--- src/rtl/tick_gen_pkg.sv ---
// Shared types and default widths for the tick generator.
// Holds the FSM state encoding used by tick_generator.
package tick_gen_pkg;

   localparam int DEF_COUNT_W = 8;
   localparam int DEF_SEL_W   = 5;

   typedef enum logic [1:0] {
      S_IDLE   = 2'd0,
      S_RUN    = 2'd1,
      S_FINISH = 2'd2
   } state_t;

endpackage

--- src/rtl/edge_detect.sv ---
// Registered rising-edge detector with a load/suppress input.
// Ports: i_clk, i_rst (sync, high), i_sig sampled bit, i_load
// reloads history without detecting, i_en qualifies detection,
// o_edge combinational detect, o_rise registered pulse.
module edge_detect (
   input  logic i_clk,
   input  logic i_rst,
   input  logic i_sig,
   input  logic i_load,
   input  logic i_en,
   output logic o_edge,
   output logic o_rise
);

   logic r_prev;
   logic r_rise;

   // History is always refreshed from the current sample, so a
   // load is simply a cycle in which detection is masked.
   assign o_edge = i_sig & ~r_prev & ~i_load & i_en;
   assign o_rise = r_rise;

   always_ff @(posedge i_clk) begin
      if (i_rst) begin
         r_prev <= 1'b0;
         r_rise <= 1'b0;
      end else begin
         r_prev <= i_sig;
         r_rise <= o_edge;
      end
   end

endmodule

--- src/rtl/tick_generator.sv ---
// Tick generator: pulses on rising edges of a selected divided clock,
// counting ticks, optionally stopping after a burst of burst_len.
// Inputs: clock, reset (sync, high), divided_clocks, rate_sel, start,
// stop, burst_len. Outputs: tick, tick_count, busy, done.
module tick_generator
   import tick_gen_pkg::*;
#(
   parameter int COUNT_W = DEF_COUNT_W,
   parameter int SEL_W   = DEF_SEL_W
) (
   input  logic               clock,
   input  logic               reset,
   input  logic [31:0]        divided_clocks,
   input  logic [SEL_W-1:0]   rate_sel,
   input  logic               start,
   input  logic               stop,
   input  logic [COUNT_W-1:0] burst_len,
   output logic               tick,
   output logic [COUNT_W-1:0] tick_count,
   output logic               busy,
   output logic               done
);

   state_t             r_state;
   logic [SEL_W-1:0]   r_sel;
   logic [COUNT_W-1:0] r_burst;
   logic [COUNT_W-1:0] r_count;
   logic               r_done;

   logic               w_bit;
   logic               w_load;
   logic               w_en;
   logic               w_edge;
   logic               w_rise;
   logic [COUNT_W-1:0] w_next_cnt;
   logic               w_last;

   assign w_bit      = divided_clocks[rate_sel];
   // A new select reloads history so the switch itself never ticks.
   assign w_load     = (rate_sel != r_sel);
   assign w_en       = (r_state == S_RUN) & ~stop;
   assign w_next_cnt = r_count + COUNT_W'(1);
   assign w_last     = (r_burst != '0) && (w_next_cnt == r_burst);

   edge_detect u_edge (
      .i_clk  (clock),
      .i_rst  (reset),
      .i_sig  (w_bit),
      .i_load (w_load),
      .i_en   (w_en),
      .o_edge (w_edge),
      .o_rise (w_rise)
   );

   always_ff @(posedge clock) begin
      if (reset) begin
         r_state <= S_IDLE;
         r_sel   <= '0;
         r_burst <= '0;
         r_count <= '0;
         r_done  <= 1'b0;
      end else begin
         r_sel  <= rate_sel;
         r_done <= 1'b0;
         unique case (r_state)
            S_IDLE: begin
               if (start && !stop) begin
                  r_state <= S_RUN;
                  r_count <= '0;
                  r_burst <= burst_len;
               end
            end
            S_RUN: begin
               if (stop) begin
                  r_state <= S_IDLE;
               end else if (w_edge) begin
                  r_count <= w_next_cnt;
                  if (w_last) begin
                     r_state <= S_FINISH;
                     r_done  <= 1'b1;
                  end
               end
            end
            S_FINISH: r_state <= S_IDLE;
            default:  r_state <= S_IDLE;
         endcase
      end
   end

   assign tick       = w_rise;
   assign tick_count = r_count;
   assign busy       = (r_state == S_RUN);
   assign done       = r_done;

endmodule

--- config.mk ---
export PLATFORM = sky130hd
export DESIGN_NAME = tick_generator
export DESIGN_NICKNAME = d
export VERILOG_FILES = /design/src/rtl/tick_gen_pkg.sv /design/src/rtl/edge_detect.sv /design/src/rtl/tick_generator.sv
export SDC_FILE = /design/constraint.sdc
export NUM_CORES = 1
export LEC_CHECK = 0
export CAP_MARGIN = 20
export CORE_MARGIN = 3
export CORE_UTILIZATION = 30
export DETAILED_ROUTE_END_ITERATION = 8
export PLACE_DENSITY = 0.63
export SYNTH_ARGS = -nofsm -noshare
export SYNTH_HDL_FRONTEND = slang
export SYNTH_SLANG_ARGS = --single-unit
--- constraint.sdc ---
create_clock -name clock -period 2.4 [get_ports clock]
set_input_delay 0.48 -clock clock [delete_from_list [all_inputs] [get_ports clock]]
set_output_delay 0.48 -clock clock [all_outputs]
set_load 0.02 [all_outputs]
==> flow_summary_export.csv <==
group,metric,value,unit
grt,grt_start_max_net_pins,19,
place,io_buffers,59,
timing,worst_pin_slew,0.312,ns
setup_path,path_cells,"clkdlybuf4s50_1 -> buf_12 -> mux2i_1 -> a211oi_1 -> nand3_1 -> nand2_1 -> o211ai_2 -> or4_1 -> nand3_1",
clocking,clockBufferDepth,2,
clocking,cts_htree_levels,1,
timing,fin_crit,2.21,ns
yosys,synth_edf_count,0,
power,netSwitchingFraction,23.6,%
routing,drt_first_pass_iters,4,
yosys,synth-main-ff-cell,"dfxtp_1",
setup_path,slowest_stage,"clkdlybuf4s50_1",
routing,drt-vias-per-instance,4.75,
layout,final_nets,307,
place,globalplace.congestion,0.796,
floorplan,fp-row-count,25,
layout,syn2layout_area_growth,47.9,%
setup_path,start_kind,"input pin",
grt,track_usage,13.8,%
grt,grt_pass1_vias,1444,
place,dp.cells,319,
yosys,seq_area_frac_synth,32.7,%
grt,met3_usage,2.61,%
yosys,synth_top_cell_by_area,"dfxtp_1",
place,place_hpwl,3.44,mm
yosys,netlist_area,1590,um2
floorplan,coreArea,4910,um2
setup_path,path_common_cell,"nand3_1",
timing,hold_viol_final,0,
yosys,syn-num-nets,243,
routing,drc,0,
routing,wl_per_cell,13.0,um
power,power_switching,222,uW
grt,grt_pass1_wl,6.87,mm
floorplan,dieHeight,78.9,um
yosys,synth_commonest_cells,"26 x dfxtp_1, 25 x nand2_1, 16 x mux2i_1",
timing,max_freq,452,MHz
grt,gr-total-overflow,0,
grt,grt_use_met1,18.1,%
layout,final_cells,323,
setup_path,rr_worst_depth,8,
setup_path,criticalPathCategory,"input pin to flip-flop",
job,max_cap_violations,0,
routing,ant_nets,0,
floorplan,initial_core_util,32.5,%
grt,grt_antenna_before_repair,0,
timing,rsz0062_at_grt,"false",
timing,maxSlewHeadroom,79.2,%
clocking,numCtsBuffers,3,
grt,gr-max-usage-layer,"met2",
floorplan,io_pins,60,
yosys,netlist.area_leader.share,32.7,%
power,ir_worst_vdd,0.353,mV
clocking,clk_latency,0.27,ns
routing,vias,1533,
setup_path,crit_fanout,18,
yosys,yosysMostFrequentCell,"dfxtp_1",
routing,drt_iter0_drc,102,
clocking,cts_tree,"done",
power,p_int,720,uW
power,pwr-share-comb,22.1,%
clocking,root_buffer,"clkbuf_8",
place,placed_area,2300,um2
power,clkPwrFrac,29.7,%
clocking,clock_sinks,26,
yosys,synthCells,193,
setup_path,slowest_delay,0.51,ns
yosys,ys_ff_latch,26,
timing,setup_viol_count_final,0,
yosys,async_reset_ff_share,0,%
layout,diodes,0,
setup_path,worst_setup_path_end_kind,"flip-flop",
timing,finalClockSkew,0.00515,ns
floorplan,die_x,78.9,um
power,power.leakage,0.000905,uW
floorplan,die_area,6220,um2
setup_path,critPathRequiredTime,2.62,ns
power,pwr_density_cell,400,nW/um2
yosys,synth_warnings,0,
timing,post-route-period-util,92.2,%
min_path,hp-class,"flip-flop to flip-flop",
layout,drive_above_1_share,8.98,%
clocking,ctsResizeCount,0,
routing,routed_wirelength,4.19,mm
grt,met2_usage,23.7,%
layout,fin_area,2360,um2
yosys,yosys-top-cells-area,"dfxtp_1 33%, mux2i_1 10%, xnor2_1 6.0%, nand2_1 5.9%, a21oi_1 4.7%",
clocking,ctsHoldBuffers,0,
timing,drv_slew,0,
outcome,outcome,"finished clean",
yosys,avgSynthCellArea,8.26,um2
yosys,ys_types,41,
min_path,holdPathStages,2,
clocking,cts_setup_buffers,0,
clocking,clk_pin_slew_worst_paths,0.09,ns
power,power_frac_seq,48.2,%
setup_path,cp_data_arrival_time,2.43,ns
==> final cells by class <==
cell class / count / area, um2
repair buffers: 70 / 686
inverters: 2 / 7.51
flip-flops and latches: 26 / 520
multi-input cells: 154 / 1000
clock buffers: 4 / 55.1
fillers: 474 / 2550
well taps: 67 / 83.8
==> power by group through the flow <==
stage / clock network (uW) / registers (uW) / logic (uW)
after floorplan: 0 / 462 / 98.6
after global placement: 0 / 463 / 207
after CTS: 293 / 454 / 210
after detailed placement: 0 / 464 / 209
after global routing: 305 / 455 / 229
final: 280 / 454 / 208
==> path summary, 6_finish.rpt <==
check | start | end | slack, ns
hold / removal | r_burst[3] | r_burst[3] | 0.47
hold reg to reg | r_burst[3] | r_burst[3] | 0.47
setup / recovery | rate_sel[1] | tick_count[7] | 0.19
setup reg to reg | tick_count[0] | r_state[0] | 0.22
==> state kept, by name (all words and copies together) (netlist names) <==
name           cells
r_burst            8
r_sel              5
u_edge.r_prev      1
done               1
r_state            2
u_edge.o_rise      1
tick_count         8
==> cell families after synthesis <==
family                     after synthesis  synth area share [%]
xor gates and xnor gates                16                  9.26
DFF                                     26                  32.7
and+or+nand+nor                         82                  27.3
adders and majority gates                1                 0.785
muxes                                   17                  10.8
AOI/OAI and AO/OA                       38                  14.5
buffers and inverters                   13                  4.71
==> layer usage <==
metal / wire (um) / up-vias
met5: 0 / -
met4: 31 / 0
met3: 140 / 2
met2: 2050 / 31
met1: 1970 / 692
li1: - / 808
==> worst max-delay path, delay by kind of cell <==
| kind | cells | cell delay, ns |
|---|---|---|
| AO/OA/AOI/OAI | 2 | 0.41 |
| AND/OR/NAND/NOR | 4 | 0.76 |
| buffers and inverters | 2 | 0.69 |
| multiplexers | 1 | 0.08 |
==> cells in the final DEF, fill, tap and decap left out, drive strengths merged <==
cell | synthesis | layout
nand2b | 8 | 8
mux2i | 16 | 16
nor4b | 1 | 1
xor2 | 5 | 5
clkdlybuf4s50 | 0 | 59
ha | 1 | 1
o21ai | 11 | 11
a211oi | 1 | 1
dfxtp | 26 | 26
o211ai | 3 | 3
or4b | 1 | 1
nand4b | 3 | 3
xnor2 | 11 | 11
o31a | 1 | 1
clkbuf | 7 | 4
nand3 | 11 | 11
and3 | 1 | 1
nor3 | 5 | 5
nor2b | 8 | 8
o31ai | 1 | 1
inv | 2 | 2
buf | 4 | 11
nor3b | 1 | 1
o211a | 1 | 1
a21oi | 15 | 15
and2 | 2 | 2
nor2 | 9 | 9
nand4 | 3 | 3
a22oi | 4 | 4
or4 | 2 | 2
a31oi | 1 | 1
nand2 | 25 | 25
nand3b | 1 | 1
nor4 | 1 | 1
mux2 | 1 | 1
==> through the flow <==
stage               utilization [%]  total power (uW)  worst slack, ns  setup TNS, ns  hold slack, ns
global placement               46.9               670         -0.00916        -0.0162           0.459
CTS                            48.0               956            0.202              0           0.480
global route                   48.0               988           0.0366              0           0.513
finish                         48.0               942            0.188              0           0.474
detailed placement             46.9               673          -0.0865         -0.244           0.467
floorplan                         -               560            0.292              0           0.447
(Power assumes the default switching activity.)
